## src/rtl/bp_fe_pkg.sv

```systemverilog
// bp_fe_pkg: shared frontend types and configuration helpers.
//
// Contents
//   bp_params_e                    processor configuration selector
//   fetch_instr_width_lp           width of a fetched instruction (32)
//   bp_vaddr_width()               virtual address width for a configuration
//   bp_br_metadata_fwd_width()     branch metadata width for a configuration
//   bp_fe_fetch_packet_width_m()   total bit width of a fetch packet
//   `DECLARE_BP_FE_FETCH_PACKET_S  declares bp_fe_fetch_packet_s locally
//   `DECLARE_BP_FE_PC_GEN_REDIRECT_S declares the pc_gen redirect struct
//
// The packet structs are declared by macro because their widths depend on
// the configuration. Each module expands the macro once with its own
// derived widths.

`ifndef BP_FE_PKG_SV
`define BP_FE_PKG_SV

`define DECLARE_BP_FE_FETCH_PACKET_S(vaddr_width_mp, bmfw_mp)          \
  typedef struct packed {                                               \
    logic [(vaddr_width_mp)-1:0]             pc;                        \
    logic [bp_fe_pkg::fetch_instr_width_lp-1:0] instr;                  \
    logic [(bmfw_mp)-1:0]                    br_metadata_fwd;           \
    logic                                    exception_v;               \
  } bp_fe_fetch_packet_s

`define DECLARE_BP_FE_PC_GEN_REDIRECT_S(vaddr_width_mp)                 \
  typedef struct packed {                                               \
    logic [(vaddr_width_mp)-1:0] npc;                                   \
    logic                        mispredict;                            \
  } bp_fe_pc_gen_redirect_s

package bp_fe_pkg;

  typedef enum logic [1:0] {
    e_bp_default_cfg = 2'd0,
    e_bp_small_cfg   = 2'd1
  } bp_params_e;

  localparam int fetch_instr_width_lp = 32;

  function automatic int bp_vaddr_width(input bp_params_e cfg);
    case (cfg)
      e_bp_small_cfg: return 32;
      default:        return 39;
    endcase
  endfunction

  function automatic int bp_br_metadata_fwd_width(input bp_params_e cfg);
    case (cfg)
      e_bp_small_cfg: return 24;
      default:        return 36;
    endcase
  endfunction

  function automatic int bp_fe_fetch_packet_width_m(input int vaddr_width,
                                                    input int bmfw);
    return vaddr_width + fetch_instr_width_lp + bmfw + 1;
  endfunction

endpackage

`endif

```

## src/rtl/bp_fe_fetch_queue_ptr.sv

```systemverilog
// bp_fe_fetch_queue_ptr: wrap-bit pointer register for the fetch queue.
//
// The pointer carries one bit more than needed to index els_p entries; the
// extra MSB toggles each time the index wraps, which lets the parent tell
// full apart from empty when the two indices match.
//
// Ports
//   clk_i    in   1           clock
//   reset_i  in   1           synchronous active-high reset, zeros the pointer
//   inc_i    in   1           advance by one entry
//   clr_i    in   1           return to zero (flush); wins over inc_i
//   ptr_o    out  ptr_width   current pointer, {wrap, index}

module bp_fe_fetch_queue_ptr
  import bp_fe_pkg::*;
#(
  parameter  int els_p        = 4,
  localparam int ptr_width_lp = $clog2(els_p) + 1
)(
  input  logic                    clk_i,
  input  logic                    reset_i,
  input  logic                    inc_i,
  input  logic                    clr_i,
  output logic [ptr_width_lp-1:0] ptr_o
);

  logic [ptr_width_lp-1:0] ptr_q, ptr_d;

  // els_p is a power of two, so plain binary increment wraps the index from
  // els_p-1 to 0 and flips the wrap bit at the same time.
  always_comb begin
    ptr_d = ptr_q;
    if (clr_i) begin
      ptr_d = '0;
    end else if (inc_i) begin
      ptr_d = ptr_q + ptr_width_lp'(1);
    end
  end

  always_ff @(posedge clk_i) begin
    if (reset_i) begin
      ptr_q <= '0;
    end else begin
      ptr_q <= ptr_d;
    end
  end

  assign ptr_o = ptr_q;

endmodule

```

## src/rtl/bp_fe_fetch_queue.sv

```systemverilog
// bp_fe_fetch_queue: buffers IF2 fetch packets between pc_gen/icache and
// the backend issue interface, decoupling the frontend from backend stalls.
// Flushed on any redirect. almost_full_o lets pc_gen stop launching fetches
// early enough that packets already in IF1/IF2 still find room.
//
// Optional feature macro: BP_FE_FETCH_QUEUE_BYPASS_EN
//   Defined:   an enqueue into an empty queue appears on deq_* in the same
//              cycle; if it is also accepted that cycle it is never written.
//   Undefined: no enq->deq combinational path; minimum latency one cycle.
//
// Ports
//   clk_i                  in   1       clock
//   reset_i                in   1       synchronous active-high reset
//   flush_i                in   1       redirect; discards all entries
//   enq_v_i / enq_ready_o  in/out 1     enqueue handshake
//   enq_pc_i               in   vaddr   fetch pc
//   enq_instr_i            in   32      fetched instruction
//   enq_br_metadata_fwd_i  in   bmfw    branch metadata
//   enq_exception_v_i      in   1       fetch exception flag
//   deq_v_o / deq_yumi_i   out/in 1     dequeue handshake (valid-then-yumi)
//   deq_pc_o, deq_instr_o,
//   deq_br_metadata_fwd_o,
//   deq_exception_v_o      out  ...     head entry fields
//   almost_full_o          out  1       free entries <= almost_full_slack_p
//   count_o                out  clog2(els_p+1)  occupancy

module bp_fe_fetch_queue
  import bp_fe_pkg::*;
#(
  parameter  bp_params_e bp_params_p                 = e_bp_default_cfg,
  parameter  int         vaddr_width_p               = bp_vaddr_width(bp_params_p),
  parameter  int         branch_metadata_fwd_width_p = bp_br_metadata_fwd_width(bp_params_p),
  parameter  int         els_p                       = 4,
  parameter  int         almost_full_slack_p         = 2,
  localparam int         ptr_width_lp                = $clog2(els_p) + 1,
  localparam int         idx_width_lp                = $clog2(els_p),
  localparam int         count_width_lp              = $clog2(els_p + 1)
)(
  input  logic                                   clk_i,
  input  logic                                   reset_i,
  input  logic                                   flush_i,

  input  logic                                   enq_v_i,
  output logic                                   enq_ready_o,
  input  logic [vaddr_width_p-1:0]               enq_pc_i,
  input  logic [fetch_instr_width_lp-1:0]        enq_instr_i,
  input  logic [branch_metadata_fwd_width_p-1:0] enq_br_metadata_fwd_i,
  input  logic                                   enq_exception_v_i,

  output logic                                   deq_v_o,
  input  logic                                   deq_yumi_i,
  output logic [vaddr_width_p-1:0]               deq_pc_o,
  output logic [fetch_instr_width_lp-1:0]        deq_instr_o,
  output logic [branch_metadata_fwd_width_p-1:0] deq_br_metadata_fwd_o,
  output logic                                   deq_exception_v_o,

  output logic                                   almost_full_o,
  output logic [count_width_lp-1:0]              count_o
);

  `DECLARE_BP_FE_FETCH_PACKET_S(vaddr_width_p, branch_metadata_fwd_width_p);

  bp_fe_fetch_packet_s enq_pkt;
  bp_fe_fetch_packet_s head_pkt;
  bp_fe_fetch_packet_s deq_pkt;
  bp_fe_fetch_packet_s mem_q [els_p];

  logic [ptr_width_lp-1:0] rd_ptr, wr_ptr;
  logic [idx_width_lp-1:0] rd_idx, wr_idx;
  logic [ptr_width_lp-1:0] used_cnt;

  logic empty, full;
  logic bypass_v, bypass_consume;
  logic wr_inc, rd_inc;

  assign enq_pkt.pc              = enq_pc_i;
  assign enq_pkt.instr           = enq_instr_i;
  assign enq_pkt.br_metadata_fwd = enq_br_metadata_fwd_i;
  assign enq_pkt.exception_v     = enq_exception_v_i;

  assign rd_idx = rd_ptr[idx_width_lp-1:0];
  assign wr_idx = wr_ptr[idx_width_lp-1:0];

  // Same index with differing wrap bits means the writer has lapped the
  // reader by exactly els_p entries.
  assign empty = (rd_ptr == wr_ptr);
  assign full  = (rd_idx == wr_idx) && (rd_ptr[ptr_width_lp-1] != wr_ptr[ptr_width_lp-1]);

  // Occupancy is the modular pointer difference; with the wrap bit it spans
  // 0..els_p without ambiguity.
  assign used_cnt = wr_ptr - rd_ptr;
  assign count_o  = count_width_lp'(used_cnt);

  // Both handshake hints come from registered pointers only, so there is no
  // path from deq_yumi_i into enq_ready_o.
  assign enq_ready_o   = ~full;
  assign almost_full_o = (ptr_width_lp'(els_p) - used_cnt) <= ptr_width_lp'(almost_full_slack_p);

  assign head_pkt = mem_q[rd_idx];

`ifdef BP_FE_FETCH_QUEUE_BYPASS_EN
  // An empty queue forwards the incoming packet straight to the head.
  assign bypass_v       = empty & enq_v_i & ~flush_i;
  assign bypass_consume = bypass_v & deq_yumi_i;
  assign deq_v_o        = ~empty | bypass_v;
  assign deq_pkt        = bypass_v ? enq_pkt : head_pkt;
`else
  assign bypass_v       = 1'b0;
  assign bypass_consume = 1'b0;
  assign deq_v_o        = ~empty;
  assign deq_pkt        = head_pkt;
`endif

  assign deq_pc_o              = deq_pkt.pc;
  assign deq_instr_o           = deq_pkt.instr;
  assign deq_br_metadata_fwd_o = deq_pkt.br_metadata_fwd;
  assign deq_exception_v_o     = deq_pkt.exception_v;

  // Illegal handshakes (enq while full, yumi while empty) are masked here so
  // hardware simply ignores them. A bypassed packet that is consumed in the
  // same cycle never touches storage or the pointers.
  assign wr_inc = enq_v_i & ~full & ~flush_i & ~bypass_consume;
  assign rd_inc = deq_yumi_i & ~empty & ~flush_i;

  bp_fe_fetch_queue_ptr #(
    .els_p (els_p)
  ) u_wr_ptr (
    .clk_i   (clk_i),
    .reset_i (reset_i),
    .inc_i   (wr_inc),
    .clr_i   (flush_i),
    .ptr_o   (wr_ptr)
  );

  bp_fe_fetch_queue_ptr #(
    .els_p (els_p)
  ) u_rd_ptr (
    .clk_i   (clk_i),
    .reset_i (reset_i),
    .inc_i   (rd_inc),
    .clr_i   (flush_i),
    .ptr_o   (rd_ptr)
  );

  // Storage is intentionally not reset; deq_* is don't-care while invalid.
  always_ff @(posedge clk_i) begin
    if (wr_inc) begin
      mem_q[wr_idx] <= enq_pkt;
    end
  end

`ifndef SYNTHESIS
  yumi_without_valid_a : assert property (
    @(posedge clk_i) disable iff (reset_i) deq_yumi_i |-> deq_v_o);

  enq_without_ready_a : assert property (
    @(posedge clk_i) disable iff (reset_i) enq_v_i |-> enq_ready_o);
`endif

endmodule

```

## config.mk

```make
export PLATFORM = sky130hd
export DESIGN_NAME = bp_fe_fetch_queue
export DESIGN_NICKNAME = d
export VERILOG_FILES = /design/src/rtl/bp_fe_pkg.sv /design/src/rtl/bp_fe_fetch_queue_ptr.sv /design/src/rtl/bp_fe_fetch_queue.sv
export SDC_FILE = /design/constraint.sdc
export NUM_CORES = 1
export LEC_CHECK = 0
export CAP_MARGIN = 30
export CORE_MARGIN = 2
export CORE_UTILIZATION = 45
export DETAILED_ROUTE_END_ITERATION = 8
export DONT_BUFFER_PORTS = 1
export PLACE_DENSITY = 0.59
export SLEW_MARGIN = 30
export SYNTH_ARGS = -nofsm -noshare
export SYNTH_HDL_FRONTEND = slang
export SYNTH_HIERARCHICAL = 1
export SYNTH_SLANG_ARGS = --single-unit
export TNS_END_PERCENT = 30
```

## constraint.sdc

```tcl
create_clock -name clk_i -period 10.3 [get_ports clk_i]
set_input_delay 1.03 -clock clk_i [delete_from_list [all_inputs] [get_ports clk_i]]
set_output_delay 1.03 -clock clk_i [all_outputs]
set_load 0.03 [all_outputs]
```

Word-level counts from Yosys, hierarchy flattened
Memories as Yosys holds them, arrays and structs flattened. A register that Yosys moved wholly into a read port is not among the register bits.
Cells that the tools add are included.

operators by class
  $add $sub $neg = 4
  magnitude comparators = 1
  eq/ne operators = 3
  mux-type cells = 4
  bitwise logic cells = 7
  reduce and logical (&&, ||, !) cells = 2

operator list
  kind                                                                    number
  3-bit by 1-bit adder with 3-bit output (second input constant)          2
  1-bit AND                                                               4
  2-bit two-way mux                                                       2
  3-bit == test                                                           1
  3-bit by 2-bit <= comparator with 1-bit output (second input constant)  1
  1-bit NOT                                                               3
  3-bit subtractor                                                        1
  3-bit subtractor (first input constant)                                 1
  2-bit == test                                                           1
  1-bit two-way mux                                                       2
  2-bit OR reduction                                                      1
  1-bit logical AND                                                       1
  1-bit inequality test                                                   1

storage, ports and cells
  bits in registers = 6
  bits in writable memories = 432
  bits of input ports = 113
  output and inout port bits = 114
  word-level logic and storage cells = 24
  memories = 1

memory list
  name   words  width  rd ports  clocked after Yosys merged registers in  wr ports  line                     RTL
  mem_q  4      108    1         1                                        1         bp_fe_fetch_queue.sv:66  bp_fe_fetch_packet_s mem_q [els_p];

Longest topological paths before layout
Gate-level depths: netlist (run 1).

  depth in word-level cells = 7
  gate-level depth with buffers = 9
  mapped depth without buffers = 7

Cells and area by module
The synthesis (run 1) kept the hierarchy.

by module, submodules not included
  module                 instances  cells an instance  area an instance (um^2)  seq. area each (um^2)
  bp_fe_fetch_queue      1          590                15757.6                  12972.4
  bp_fe_fetch_queue_ptr  2          12                 127.6                    60.1

Least setup slack after synthesis (run 1)
Ideal clock, no wire load.

  path kind = flip-flop to flip-flop
  start point = register u_rd_ptr.ptr_q[1] (netlist: u_rd_ptr/ptr_o[1])
  end point = memory mem_q[2][0] (netlist name), enable pin
  library setup time = 0.708 ns
  arrival = 8.946 ns
  data required time = 9.592 ns
  path slack = 0.647 ns
  stages on the path, launching flop included = 8
  period minus slack after synthesis = 9.653 ns
  cells stage by stage = dfxtp_1 > buf_2 > buf_4 > buf_2 > inv_1 > ha_1 > a311o_1 > nor3_1

on the way
  longest elaborated chain between the ends = 7

ends and longest elaborated chain
  element                                  line                         RTL
  start: declaration                       bp_fe_fetch_queue_ptr.sv:27  logic [ptr_width_lp-1:0] ptr_q, ptr_d;
  start signal: assignment                 bp_fe_fetch_queue_ptr.sv:44  ptr_q <= ptr_d;
  2-bit == test                            bp_fe_fetch_queue.sv:87      assign full = (rd_idx == wr_idx) && (rd_ptr[ptr_width_lp-1] != wr_ptr[ptr_width_lp-1]);
  1-bit logical AND                        bp_fe_fetch_queue.sv:87
  1-bit NOT                                bp_fe_fetch_queue.sv:122     assign wr_inc = enq_v_i & ~full & ~flush_i & ~bypass_consume;
  1-bit AND (2 in series)                  bp_fe_fetch_queue.sv:122
  1-bit two-way mux                        bp_fe_fetch_queue.sv:147     if (wr_inc) begin
  1-bit two-way mux (not written as such)  bp_fe_fetch_queue.sv:148     mem_q[wr_idx] <= enq_pkt;
  end: declaration                         bp_fe_fetch_queue.sv:66

Every way passes these cells.

Worst setup path in the final report (run 1)
  start point = register u_rd_ptr.ptr_q[1] (netlist: u_rd_ptr/ptr_o[1])
  end point = output port almost_full_o

on the way
  longest elaborated chain between the ends = 3

ends and longest elaborated chain
  element                                         line                     RTL
  3-bit subtractor                                bp_fe_fetch_queue.sv:91  assign used_cnt = wr_ptr - rd_ptr;
  3-bit subtractor                                bp_fe_fetch_queue.sv:97  assign almost_full_o = (ptr_width_lp'(els_p) - used_cnt) <= ptr_width_lp'(almost_full_slack_p);
  3-bit by 2-bit <= comparator with 1-bit output  bp_fe_fetch_queue.sv:97
  end: declaration                                bp_fe_fetch_queue.sv:57  output logic almost_full_o,

Every way passes these cells.

==> results.yml, run 1 <==
cts:
  htreeDepth: 2
  cts_tree: "built"
  post-cts-setup-buffers: 0
  cts_made_buffers: 43
  clk_pin_slew_worst_paths_ns: 0.06
  clockRootBuffer: "clkbuf_16"
  cts.path.max_buffers: 3
  cts-resized-gates: 0
  hold_buffers: 0
  cts.sinks: 438
  clk-insertion-delay-late_ns: 0.54
critical_path:
  worstRegToRegCells: 6
  cp.depth: 4
  path_delay_family: "flip-flops"
  criticalPathCategory: "reg2out"
  path_cells: "fa_1 > ha_1 > xnor3_1 > a21oi_1"
  cpPeakStageDelay_ns: 0.83
  crit_buf_inv: 0
  worstPathRequired_ns: 9.27
  worst_path_max_delay_cell: "dfxtp_4"
  cp-end-kind: "output port"
  crit_path_start_kind: "flop"
  cp.arrival_ns: 3.00
  cp_max_fo: 49
layout:
  area_delta_synth_final_pct: 11.3
  drive_above_1_share_pct: 26.9
  stdcell_count: 1138
  fin_nets: 766
  num_antenna_cells: 0
  postLayoutCoreUtil_pct: 50.5
  final_area_um2: 17800
detailed_routing:
  vias: 6263
  drc: 0
  antenna_left: 0
  avgRoutedWirePerCell_um: 24.6
  first_pass_iters: 4
  drtIter0Drc: 319
  viasPerCell: 5.50
  drt-total-wl_um: 28000
synth:
  yosys.area.top_type_share_pct: 81.0
  yosysSeqAreaShare_pct: 81.8
  synthTopCellsByArea: "edfxtp_1 (81%), mux4_2 (15%), dfxtp_1 (0.75%), ha_1 (0.47%), buf_2 (0.28%)"
  ys_ff_latch: 438
  avgSynthCellArea_um2: 26.1
  synthesis.nets: 734
  synth_top_cell_by_area: "edfxtp_1"
  ys_warn_count: 6
  syn_area_um2: 16000
  syn_inst: 614
  ys_types: 24
timing:
  slew_headroom_pct: 37.5
  tightest_slew_ns: 0.938
  setup_viol: 0
  clock_skew_ns: 0.0181
  report.final.slew_viol_count: 0
  period_minus_slack_ns: 4.03
  fin_crit_sh_pct: 39.1
  rsz0062_at_grt: "false"
  hold_violations: 0
  fmax_mhz: 248
  fin_tns_setup_ns: 0
global_route:
  grt_use_total_pct: 15.3
  grt_max_degree: 65
  antenna_found_initial: 0
  grt_pass1_vias: 6908
  grt_pass1_wl_um: 41400
  grt-ovfl-total: 0
placement:
  place_area_um2: 16600
  io_buffers: 0
  place_congestion: 0.748
  dp_hpwl_um: 16300
  dp.cells: 1062
power_and_ir_drop:
  power_mw: 3.50
  worst_ir_drop_vdd_mv: 0.154
  pwr_density_cell_nw_per_um2: 196
  p_leak_nw: 5.37
job:
  cap_violations: 0
outcome:
  status: "finished clean"
floorplan:
  rows: 69
  dieArea_um2: 37100
  die_w_um: 193
  core_um2: 35300
  pin_count: 227
  initial_core_util_pct: 45.3
  die_y_um: 193
worst_hold_path:
  hp-class: "in2reg"
  hold_depth: 0
==> through the flow <==
stage / hold WS (ns) / setup WS [ns]
2_1_floorplan: 0.537 / 0.647
3_3_place_gp: 0.579 / 6.57
3_5_place_dp: 0.601 / 6.47
4_1_cts: 0.549 / 6.17
5_1_grt: 0.551 / 6.10
6_report: 0.579 / 6.27
==> logic make-up (layout without fill, tap and decap cells) <==
kind of cell	count (synthesis)	in the layout	synth area share (%)
flops	438	438	81.8
mux	110	110	15.3
buf+inv	32	95	1.13
simple gates	15	15	0.508
fa+ha+maj	7	7	0.594
compound gates	6	6	0.281
xor+xnor	6	6	0.414
==> Yosys cell counts <==
| master | count |
|---|---|
| a21bo_2 | 2 |
| a21oi_1 | 3 |
| a311o_1 | 1 |
| and3b_1 | 1 |
| buf_2 | 9 |
| buf_4 | 2 |
| buf_6 | 1 |
| buf_8 | 3 |
| clkbuf_1 | 9 |
| dfxtp_1 | 6 |
| edfxtp_1 | 432 |
| fa_1 | 1 |
| ha_1 | 6 |
| inv_1 | 8 |
| mux2i_1 | 2 |
| mux4_2 | 108 |
| nand3_1 | 2 |
| nand3b_1 | 2 |
| nor2_1 | 4 |
| nor3_1 | 4 |
| or2_1 | 2 |
| xnor2_1 | 4 |
| xnor3_1 | 1 |
| xor2_1 | 1 |
==> flip-flops by register name (all words and copies together) (netlist names) <==
| register | flops |
|---|---|
| mem_q | 432 |
| u_rd_ptr/ptr_o | 3 |
| u_wr_ptr/ptr_o | 3 |
==> where the power goes <==
| part | internal (mW) | switching, mW | total (mW) |
|---|---|---|---|
| Combinational | 0.0238 | 0.0700 | 0.0937 |
| Clock | 0.817 | 0.597 | 1.41 |
| Sequential | 1.99 | 0.00580 | 1.99 |
==> cell usage in the layout, fill, tap and decap left out, types with 6 or more instances in the layout <==
cell type	netlist	final
clkbuf_1	9	13
mux4_2	108	108
edfxtp_1	432	432
buf_4	2	9
clkbuf_16	0	43
clkinv_1	0	8
clkinv_2	0	9
inv_1	8	8
ha_1	6	6
==> final timing paths <==
| path | from | end | slack [ns] |
|---|---|---|---|
| setup / recovery | u_rd_ptr/ptr_o[1] | almost_full_o | 6.27 |
| hold / removal | enq_instr_i[26] | mem_q[0][63] | 0.58 |
| setup reg to reg | u_rd_ptr/ptr_o[1] | mem_q[3][32] | 6.56 |
| hold reg to reg | u_wr_ptr/ptr_o[0] | u_wr_ptr/ptr_o[0] | 0.63 |
==> per-layer routing <==
layer  vias up  track usage, %  wire length [um]
li1       2708               -                 -
met1      3301            16.8              9850
met2       207            25.8             14300
met3        47            7.53              3220
met4         0            4.93               611
met5         -               0                 0
==> layout make-up <==
cell class | count | area [um^2]
Clock buffer | 56 | 1120
Clock inverter | 20 | 144
Inverter | 8 | 30.0
Multi-Input combinational cell | 144 | 2760
Fill cell | 2701 | 17500
Sequential cell | 438 | 13100
Tap cell | 461 | 577
Timing Repair Buffer | 11 | 90.1
Note: power is estimated with default switching activity, not from simulation.
==> inputs of run 2 (changes only) <==
PLACE_DENSITY = 0.57   (was 0.59)
clock period = 4.2 ns   (was 10.3 ns; I/O delays follow)
==> run 2 against run 1 <==
- power grew to 2.5 times the previous value
- core utilization up 3.7 points
- largest cell class unchanged
- global-route usage up 0.78 points
- sequential share of layout area shrank 5.1 points
- via count up 8.7%
- sequential power grew 150%
- non-clock buffer count is 109 higher
- critical path depth grew 2
- first-iteration DRC count up 15%
==> results.yml, run 2 (synthesis results as in run 1) <==
detailed_routing:
  vias: 6809
  drc: 0
  first_pass_iters: 4
  viasPerCell: 5.42
  drtIter0Drc: 368
  drt-total-wl_um: 29300
  avgRoutedWirePerCell_um: 23.3
  antenna_left: 0
critical_path:
  criticalPathCategory: "reg2out"
  worstRegToRegCells: 5
  cp_max_fo: 5
  crit_path_start_kind: "flop"
  r2r-end: "mem_q[0][20]"
  cp.arrival_ns: 3.01
  reg2reg_from: "u_wr_ptr/ptr_o[0]"
  regToRegSetupSlack_ns: 1.46
  cp-end-kind: "output port"
  worstPathRequired_ns: 3.78
layout:
  stdcell_count: 1256
  fin_nets: 877
  drive_above_1_share_pct: 24.7
  final_common_cell: "edfxtp_1"
  largest_register: "mem_q"
  final_area_um2: 19100
  area_delta_synth_final_pct: 19.6
  largest_reg_flops: 432
  fillers: 2611
  final_cell_mix: "edfxtp_1 (432), mux4_2 (108), dlygate4sd3_1 (108)"
cts:
  cts_made_buffers: 45
  post-cts-setup-buffers: 0
  clockRootBuffer: "clkbuf_16"
  htreeDepth: 2
  clk-insertion-delay-late_ns: 0.57
  cts-resized-gates: 0
  clk_pin_slew_worst_paths_ns: 0.06
  cts_tree: "built"
  cts.path.max_buffers: 3
  cts.sinks: 438
  hold_buffers: 108
global_route:
  grt-ovfl-total: 0
  grt_pass1_wl_um: 43800
  grt_use_total_pct: 16.0
  grt_pass1_vias: 7404
  antenna_found_initial: 3
  grt_max_degree: 111
placement:
  dp_hpwl_um: 16400
  place_congestion: 0.728
  place_area_um2: 16700
  io_buffers: 0
  dp.cells: 1062
floorplan:
  dieArea_um2: 37100
  die_w_um: 193
  core_um2: 35300
  rows: 69
  pin_count: 227
  initial_core_util_pct: 45.3
  die_y_um: 193
power_and_ir_drop:
  p_leak_nw: 5.91
  pwr_density_cell_nw_per_um2: 466
  worst_ir_drop_vdd_mv: 0.374
timing:
  fmax_mhz: 292
  setup_viol: 0
  period_minus_slack_ns: 3.43
  rsz0062_at_grt: "false"
  report.final.slew_viol_count: 0
  tightest_slew_ns: 0.761
  clock_skew_ns: 0.0211
  slew_headroom_pct: 49.3
  fin_crit_sh_pct: 81.6
  hold_violations: 0
worst_hold_path:
  hold_end: "u_rd_ptr/ptr_o[1]"
  hp-class: "in2reg"
  min_from: "reset_i"
  hold_depth: 2
job:
  cap_violations: 0
outcome:
  status: "finished clean"
## run 2: cell type report
| cell class | count | area, um^2 | area share (%) |
|---|---|---|---|
| multi-input combinational | 144 | 2800 | 14.6 |
| tap | 461 | 577 | 3.01 |
| clock buffer | 53 | 1160 | 6.04 |
| sequential | 438 | 13100 | 68.4 |
| timing repair buffer | 120 | 1260 | 6.57 |
| clock inverter | 29 | 223 | 1.16 |
| antenna | 3 | 7.51 | 0.0392 |
| inverter | 8 | 30.0 | 0.157 |
## run 2: worst max path at each step
stage / startpoint / end
3_5_place_dp: u_wr_ptr/ptr_o[0] / almost_full_o
3_3_place_gp: u_wr_ptr/ptr_o[0] / almost_full_o
4_1_cts: u_wr_ptr/ptr_o[0] / almost_full_o
5_1_grt: u_wr_ptr/ptr_o[0] / almost_full_o
6_report: u_wr_ptr/ptr_o[0] / almost_full_o
2_1_floorplan: u_rd_ptr/ptr_o[1] / mem_q[0][0]
## run 2: critical path: stages, from the launching register on
cell     delay [ns]
dfxtp_1        0.50
inv_1          0.19
ha_1           0.24
fa_1           0.47
ha_1           0.21
xnor3_1        0.32
a21oi_1        0.51
## run 2: metal layers
layer / global-route usage, % / vias to the layer above / wire length [um]
met4: 5.99 / 0 / 708
li1: - / 2946 / -
met3: 5.46 / 47 / 2430
met1: 19.8 / 3596 / 11500
met2: 26.3 / 220 / 14600
met5: 0 / - / 0
## run 2: per-stage QoR
stage | hold WS (ns) | power [mW] | setup WS, ns | utilization, % | setup TNS, ns
floorplan | 0.516 | 5.17 | -0.360 | - | -135.04
global route | 0.0679 | 9.24 | 0.641 | 54.2 | 0
finish | 0.0783 | 8.92 | 0.773 | 54.2 | 0
global placement | 0.519 | 5.21 | 1.38 | 47.2 | 0
CTS | 0.0376 | 9.05 | 0.722 | 54.1 | 0
detailed placement | 0.519 | 5.22 | 1.35 | 47.2 | 0
## run 2: power by group
part,leakage (nW),internal (mW),switching [mW]
registers,3.97,4.87,0.0136
logic,1.26,0.130,0.230
clock network,0.676,2.10,1.58
==> inputs of run 3 (changes only) <==
ABC_AREA = 1   (was unset)
PLACE_DENSITY = 0.59   (was 0.57)
clock period = 2.95 ns   (was 4.2 ns; I/O delays follow)
==> run 3 against run 2 <==
- via count rose by 46%
- global-route usage is 2.6 points higher
- die area rose by 2.9%
- clock-buffer cell count is 2 lower
- combinational power rose by 76%
- sequential power grew 42%
- routed wire length up 21%
- power increased by 44%
- cell count increased by 48%
- setup slack worse by 0.56 ns
- highest routed layer unchanged
==> results.yml, run 3 <==
timing:
  fin_tns_setup_ns: 0
  report.final.slew_viol_count: 0
  fin_crit_sh_pct: 92.9
  setup_viol: 0
  rsz0062_at_grt: "false"
  slew_headroom_pct: 48.0
  hold_violations: 0
  tightest_slew_ns: 0.780
  period_minus_slack_ns: 2.74
  clock_skew_ns: 0.0222
  fmax_mhz: 365
detailed_routing:
  vias: 9927
  drc: 0
  antenna_left: 0
  avgRoutedWirePerCell_um: 19.1
  drtIter0Drc: 536
  drt-total-wl_um: 35400
  wl_met1_um: 16000
  wl_met3_um: 2280
  top_layer_used: "met4"
  first_pass_iters: 4
  wl_met2_um: 16500
  viasPerCell: 5.35
synth:
  synth_common_cells: "edfxtp_1 (432), nor2_1 (224), o21ai_0 (181), o22ai_1 (108), clkbuf_1 (42)"
  synth_flop_cell: "edfxtp_1"
  synth_top_cell_by_area: "edfxtp_1"
  syn_inst: 1125
  avgSynthCellArea_um2: 14.7
  ys_warn_count: 6
  synth_enable_flop_cells: 432
  ys_types: 23
  yosys.area.top_type_share_pct: 78.7
  synthArstFlopShare_pct: 0
  synthTopCellsByArea: "edfxtp_1 (79%), o21ai_0 (5.5%), nor2_1 (5.1%), o22ai_1 (4.1%), buf_6 (1.2%)"
  synth_most_common_cell: "edfxtp_1"
  syn_area_um2: 16500
  synthesis.nets: 1245
  ys_ff_latch: 438
  yosysSeqAreaShare_pct: 79.4
layout:
  area_delta_synth_final_pct: 24.1
  largest_register: "mem_q"
  drive_above_1_share_pct: 15.6
  fillers: 2878
  fin_nets: 1468
  final_common_cell: "edfxtp_1"
  stdcell_count: 1855
  largest_reg_flops: 432
  final_cell_mix: "edfxtp_1 (432), nor2_1 (224), o21ai_0 (181)"
cts:
  cts_made_buffers: 45
  clk_pin_slew_worst_paths_ns: 0.06
  cts.path.max_buffers: 3
  clockRootBuffer: "clkbuf_16"
  clk-insertion-delay-late_ns: 0.55
  htreeDepth: 2
  cts_tree: "built"
  post-cts-setup-buffers: 0
  cts.sinks: 438
power_and_ir_drop:
  p_switching_mw: 2.62
  sequentialPowerShare_pct: 53.9
  sw_frac_of_total_pct: 20.3
  p_leak_nw: 6.98
  cellInternalPower_mw: 10.3
  combPwrFrac_pct: 4.9
  pwr_density_cell_nw_per_um2: 630
  p_clk_share_pct: 41.2
  worst_ir_drop_vdd_mv: 0.499
placement:
  io_buffers: 0
  dp_hpwl_um: 19500
  place_congestion: 0.725
  dp.cells: 1658
critical_path:
  crit_path_start_kind: "flop"
  criticalPathCategory: "reg2out"
  cp-end-kind: "output port"
  cp.arrival_ns: 2.44
  worstPathRequired_ns: 2.65
  cp_max_fo: 6
global_route:
  grt_pass1_wl_um: 55500
  antenna_found_initial: 4
  grt_max_degree: 109
  grt_pass1_vias: 9848
  grt_use_total_pct: 18.6
  grt-ovfl-total: 0
worst_hold_path:
  hp-class: "in2reg"
floorplan:
  core_um2: 36300
  pin_count: 227
  initial_core_util_pct: 45.4
  die_w_um: 195
  die_y_um: 195
  rows: 70
  dieArea_um2: 38200
outcome:
  status: "finished clean"
job:
  cap_violations: 0
-- run 3: area by class of cell --
| cell class | count | area (um^2) | share of cell area, % |
|---|---|---|---|
| Multi-Input combinational cell | 597 | 2970 | 14.5 |
| Inverter | 20 | 85.1 | 0.416 |
| Clock inverter | 31 | 231 | 1.13 |
| Antenna cell | 4 | 10.0 | 0.0489 |
| Timing Repair Buffer | 246 | 2300 | 11.2 |
| Tap cell | 468 | 586 | 2.86 |
| Clock buffer | 51 | 1170 | 5.72 |
| Sequential cell | 438 | 13100 | 64.0 |
-- run 3: metrics by stage --
stage	hold WS (ns)	total power [mW]	setup WS [ns]	instance area [um^2]	utilization, %
floorplan	0.394	7.37	-1.47	16600	-
global placement	0.394	7.54	0.466	17900	49.3
detailed placement	0.394	7.54	0.432	17900	49.3
CTS	0.0685	13.0	0.00442	20400	56.2
global route	0.0948	13.3	0.0549	20500	56.3
finish	0.101	12.9	0.211	20500	56.3
-- run 3: path summary, 6_finish.rpt --
kind	from	to	slack [ns]	cells after the start
max reg2reg	u_wr_ptr/ptr_o[0]	mem_q[3][98]	0.47	8
min reg2reg	u_rd_ptr/ptr_o[2]	u_rd_ptr/ptr_o[2]	0.56	2
min	deq_yumi_i	u_rd_ptr/ptr_o[1]	0.10	4
max	u_wr_ptr/ptr_o[0]	almost_full_o	0.21	8
-- run 3: layer usage --
metal | global-route usage (%) | vias to the layer above
li1 | - | 4712
met1 | 26.1 | 4906
met2 | 29.3 | 263
met3 | 4.73 | 46
met4 | 4.72 | 0
met5 | 0 | -
-- run 3: what timing repair did --
item,4_1_cts,5_1_grt
hold endpoints to repair,438,0
gates resized for setup,0,2
setup endpoints to repair,0,1
hold buffers,111,0
-- run 3: logic make-up (layout without fill, tap and decap cells) --
group                      after synthesis  after routing  synth area share (%)
AOI/OAI and AO/OA                      328            328                  10.8
adders and majority gates                7              7                 0.577
buffers and inverters                   90            348                  3.11
DFF                                    438            438                  79.4
other                                    0              4                     0
and+or+nand+nor                        262            262                  6.08
-- run 3: power groups by stage --
| stage | clock, mW | sequential (mW) | combinational, mW |
|---|---|---|---|
| floorplan | 0 | 7.09 | 0.281 |
| global placement | 0 | 7.08 | 0.454 |
| detailed placement | 0 | 7.09 | 0.455 |
| CTS | 5.45 | 6.95 | 0.639 |
| global route | 5.67 | 6.96 | 0.679 |
| finish | 5.31 | 6.95 | 0.635 |
-- run 3: worst max-delay path, stage by stage, from the launching register on --
cell     delay [ns]
dfxtp_2        0.41
inv_1          0.15
ha_1           0.22
fa_1           0.46
ha_1           0.30
nand2_1        0.07
nand2_1        0.05
nor2_1         0.09
buf_4          0.17
